==> src/rtl/vram_access_arbiter.sv <==
// rtl/vram_access_arbiter.sv - GPU-priority VRAM arbiter with queued CPU writes (stats under VRAM_ARB_STATS_EN)
module vram_access_arbiter #(
    parameter int VRAM_ADDR_WIDTH = 13,
    parameter int FIFO_DEPTH_LOG2 = 3
) (
    input  logic                       clk_12_5875,
    input  logic                       rst,
    input  logic                       vblank,
    input  logic                       cpu_wr_valid,
    output logic                       cpu_wr_ready,
    input  logic [VRAM_ADDR_WIDTH-1:0] cpu_wr_addr,
    input  logic [7:0]                 cpu_wr_data,
    input  logic                       gpu_rd_req,
    input  logic [VRAM_ADDR_WIDTH-1:0] gpu_rd_addr,
    output logic [7:0]                 gpu_rd_data,
    output logic                       gpu_rd_valid,
    output logic [VRAM_ADDR_WIDTH-1:0] vram_addr,
    output logic [7:0]                 vram_wdata,
    output logic                       vram_we,
    input  logic [7:0]                 vram_rdata,
`ifdef VRAM_ARB_STATS_EN
    output logic [15:0]                stall_cycles,
    output logic [FIFO_DEPTH_LOG2:0]   fifo_high_water,
`endif
    output logic                       wr_pending
);

    localparam int DEPTH = 1 << FIFO_DEPTH_LOG2;
    localparam logic [FIFO_DEPTH_LOG2:0] DEPTH_CNT = (FIFO_DEPTH_LOG2 + 1)'(DEPTH);

    typedef enum logic {ST_ACTIVE, ST_VBLANK} state_t;

    state_t                             state;
    logic [VRAM_ADDR_WIDTH+7:0]         fifo_mem [DEPTH];
    logic [FIFO_DEPTH_LOG2-1:0]         wr_ptr;
    logic [FIFO_DEPTH_LOG2-1:0]         rd_ptr;
    logic [FIFO_DEPTH_LOG2:0]           count;
    logic [VRAM_ADDR_WIDTH+7:0]         head;
    logic                               empty;
    logic                               push;
    logic                               pop;
    logic                               write_slot;

    assign empty        = (count == '0);
    assign head         = fifo_mem[rd_ptr];
    assign cpu_wr_ready = !rst && (count != DEPTH_CNT);
    assign wr_pending   = !empty;
    assign push         = cpu_wr_valid && cpu_wr_ready;

    // A read request always owns the port; vblank simply guarantees every non-read cycle drains.
    assign write_slot   = !gpu_rd_req || (state == ST_VBLANK && !gpu_rd_req);
    assign pop          = !rst && !empty && write_slot;

    assign vram_we      = pop;
    assign vram_addr    = pop ? head[VRAM_ADDR_WIDTH+7:8] : gpu_rd_addr;
    assign vram_wdata   = head[7:0];
    assign gpu_rd_data  = vram_rdata;

    always_ff @(posedge clk_12_5875) begin
        if (push) begin
            fifo_mem[wr_ptr] <= {cpu_wr_addr, cpu_wr_data};
        end
    end

    always_ff @(posedge clk_12_5875) begin
        if (rst) begin
            state        <= ST_ACTIVE;
            wr_ptr       <= '0;
            rd_ptr       <= '0;
            count        <= '0;
            gpu_rd_valid <= 1'b0;
        end else begin
            case (state)
                ST_ACTIVE: if (vblank)  state <= ST_VBLANK;
                ST_VBLANK: if (!vblank) state <= ST_ACTIVE;
                default:                state <= ST_ACTIVE;
            endcase
            if (push) wr_ptr <= wr_ptr + 1'b1;
            if (pop)  rd_ptr <= rd_ptr + 1'b1;
            case ({push, pop})
                2'b10:   count <= count + 1'b1;
                2'b01:   count <= count - 1'b1;
                default: count <= count;
            endcase
            gpu_rd_valid <= gpu_rd_req;
        end
    end

`ifdef VRAM_ARB_STATS_EN
    always_ff @(posedge clk_12_5875) begin
        if (rst) begin
            stall_cycles    <= '0;
            fifo_high_water <= '0;
        end else begin
            if (cpu_wr_valid && !cpu_wr_ready && stall_cycles != 16'hFFFF) begin
                stall_cycles <= stall_cycles + 1'b1;
            end
            if (count > fifo_high_water) begin
                fifo_high_water <= count;
            end
        end
    end
`endif

endmodule

==> config.mk <==
export PLATFORM = sky130hd
export DESIGN_NAME = vram_access_arbiter
export DESIGN_NICKNAME = d
export VERILOG_FILES = /design/src/rtl/vram_access_arbiter.sv
export SDC_FILE = /design/constraint.sdc
export NUM_CORES = 1
export LEC_CHECK = 0
export BUFFER_PORTS_ARGS = -buffer_cell sky130_fd_sc_hd__buf_4
export CAP_MARGIN = 30
export CORE_ASPECT_RATIO = 1.2
export CORE_MARGIN = 5
export CORE_UTILIZATION = 30
export CTS_CLUSTER_SIZE = 24
export DETAILED_ROUTE_END_ITERATION = 12
export HOLD_SLACK_MARGIN = 0.12
export PLACE_DENSITY = 0.48
export RECOVER_POWER = 50
export REMOVE_ABC_BUFFERS = 1
export SETUP_SLACK_MARGIN = 0.05
export SYNTH_ARGS = -nofsm -noshare
export SYNTH_HDL_FRONTEND = slang
export SYNTH_SLANG_ARGS = --single-unit
==> constraint.sdc <==
create_clock -name clk_12_5875 -period 6.78 [get_ports clk_12_5875]
set_input_delay 0.339 -clock clk_12_5875 [delete_from_list [all_inputs] [get_ports clk_12_5875]]
set_output_delay 0.339 -clock clk_12_5875 [all_outputs]
set_load 0.02 [all_outputs]
==> impl_metrics.yaml <==
outcome:
  outcome: "finished with violations"
  failed_checks: "max-capacitance violations, max-slew violations"
die:
  start_util_pct: 30.5
  die_h_um: 181
  num_rows: 62
  core-area_um2: 24000
  die_area_um2: 27700
  dieWidth_um: 153
  ios: 80
critical_path:
  start_kind: "register"
  required_ns: 6.44
  cp_max_fo: 42
  rrSetupSlack_ns: 3.93
  worstPathArrival_ns: 2.56
  critical_path_class: "reg -> out"
  worstSetupEndpointType: "output pin"
layout:
  final_cell_mix: "edfxtp_1, buf_4, mux4_2, clkbuf_1"
  n_antenna_cell: 0
  synthToLayoutAreaGrowth_pct: 17.9
  n_fill_cell: 2302
  nets: 482
  final_common_cell: "edfxtp_1"
  drive_gt1_share_pct: 29.6
route:
  drtIter0Drc: 192
  dr_total_vias: 3444
  drt-vias-per-instance: 4.51
  drt-wirelength-per-cell_um: 19.1
  routed_wl_mm: 14.6
  firstDrtPassIters: 4
  detail-route-antenna-nets: 0
  drc_errors: 0
timing:
  slew_headroom_pct: -11.2
  final_hold_viol_count: 0
  clock.fmax_mhz: 345
  setup_viol: 0
  worst_pin_slew_ns: 1.67
  post-route-min-period_ns: 2.90
  grt_setup_unrepaired: "no"
  setup_tns_ns: 0
  layout_setup_ws_ns: 3.88
  slew_viol_final: 22
  clock_skew_ns: 0.00922
  fin_crit_sh_pct: 42.8
global_routing:
  antenna_found_initial: 0
  track_usage_pct: 10.8
  grt_pass1_wl_mm: 22.3
  grt_overflow: 0
  grt_max_degree: 43
  grt_pass1_vias: 3683
clocking:
  hold_buffers: 1
  cts_root_buffer: "clkbuf_16"
  cts_buffers: 17
  tritoncts: "yes"
  clock_path_buffers: 2
  cts_resized: 0
  clk_pin_slew_ns: 0.07
  cts.sinks: 182
  postCtsSetupRepairBufs: 0
  worstSkewPairLatency_ns: 0.42
  h-tree-depth: 4
power:
  leakage_nw: 2.77
  irDropWorstVdd_v: 0.000167
  power_per_cell_area_nw_per_um2: 299
logic_synthesis:
  syn_area_um2: 7330
  synth_edf_count: 168
  async_reset_ff_share_pct: 0
  synthFlopType: "edfxtp_1"
  ys_warn_count: 0
  syn_area_per_cell_um2: 20.2
  ys_ff_latch: 182
  synth_cell_types: 37
  syn_inst: 362
  ys_seq_area_share_pct: 72.7
place:
  gp_congestion: 0.697
  pre_cts_ws_ns: 3.92
  port_buffers: 62
  post-dp-hpwl_mm: 8.52
run:
  cap_violations: 1
worst_hold_path:
  hold_class: "in -> reg"
[final cells by class]
type | instances | area [um^2] | area share (%)
well taps | 320 | 400 | 4.63
clock buffers | 19 | 433 | 5.01
clock inverters | 13 | 181 | 2.10
multi-input cells | 149 | 1790 | 20.8
inverters | 3 | 11.3 | 0.130
flip-flops and latches | 182 | 5330 | 61.7
repair buffers | 77 | 490 | 5.68
[where the power goes]
group          internal (mW)  switching (mW)  total, mW
Combinational          0.143           0.161      0.304
Clock                  0.615           0.398       1.01
Sequential              1.25          0.0128       1.26
[path summary, 6_finish.rpt]
path | startpoint | to | cells past startpoint
worst min-delay path | gpu_rd_req | gpu_rd_valid$_SDFF_PP0_ | 2
worst max register to register | count[1]$_SDFFE_PP0P_ | count[3]$_SDFFE_PP0P_ | 8
worst min register to register | rd_ptr[1]$_SDFFE_PP0N_ | register | 2
worst max-delay path | register | vram_addr[10] | 5
[critical path: stages, from the launching register on]
cell and delay, ns:
dfxtp_2 0.32, buf_4 0.64, mux4_1 0.63, mux2i_1 0.27, o21ai_2 0.08, buf_4 0.17
[routing by layer]
metal  vias to the layer above  part of all wire, %  global-route usage [%]
met5                         -                    0                       0
met4                         0                  2.1                    4.53
met3                        22                  3.2                    2.73
met2                        72                   52                    18.9
met1                      1758                   43                    12.7
li1                       1592                    -                       -
[Yosys cell counts (2+ instances only)]
cell type | instances | area share [%]
ha_1 | 5 | 0.85
a21oi_1 | 3 | 0.20
buf_6 | 7 | 1.1
mux2i_1 | 14 | 1.9
buf_4 | 9 | 0.92
o21ai_2 | 6 | 0.72
mux4_1 | 14 | 5.0
nor2_1 | 13 | 0.67
nand2b_1 | 2 | 0.17
o21ai_0 | 3 | 0.20
mux2_2 | 9 | 1.4
or3_1 | 2 | 0.17
buf_2 | 4 | 0.27
nand2_1 | 17 | 0.87
clkbuf_1 | 6 | 0.31
nor3_1 | 6 | 0.41
dfxtp_1 | 14 | 3.8
o21ai_1 | 7 | 0.48
xor2_1 | 4 | 0.48
xnor2_1 | 3 | 0.36
inv_1 | 3 | 0.15
mux4_2 | 28 | 8.6
nor2b_1 | 2 | 0.17
edfxtp_1 | 168 | 69
[cell families (layout without fill, tap and decap cells)]
logic type | after synthesis | after routing | synth area share (%)
AND/OR/NAND/NOR | 50 | 50 | 3.64
adder cells (fa/ha/maj) | 5 | 5 | 0.854
buffers and inverters | 31 | 112 | 3.00
multiplexers | 66 | 66 | 17.1
flip-flops | 182 | 182 | 72.7
XOR/XNOR | 7 | 7 | 0.836
AO/OA/AOI/OAI | 21 | 21 | 1.95
[flip-flops by register name, indices dropped and copies added (netlist names), named ones only]
name	cells
count	4
rd_ptr	3
fifo_mem	168
gpu_rd_valid	1
wr_ptr	3
[per-stage QoR]
stage	instances	power (mW)	hold slack (ns)	util (%)	instance area (um^2)
floorplan	334	1.49	0.408	-	7120
global placement	728	1.61	0.479	33.7	8120
detailed placement	730	1.61	0.496	33.8	8140
CTS	763	2.63	0.126	36.4	8760
global route	763	2.68	0.185	35.9	8640
finish	763	2.58	0.168	35.9	8640
(Power assumes the default switching activity.)
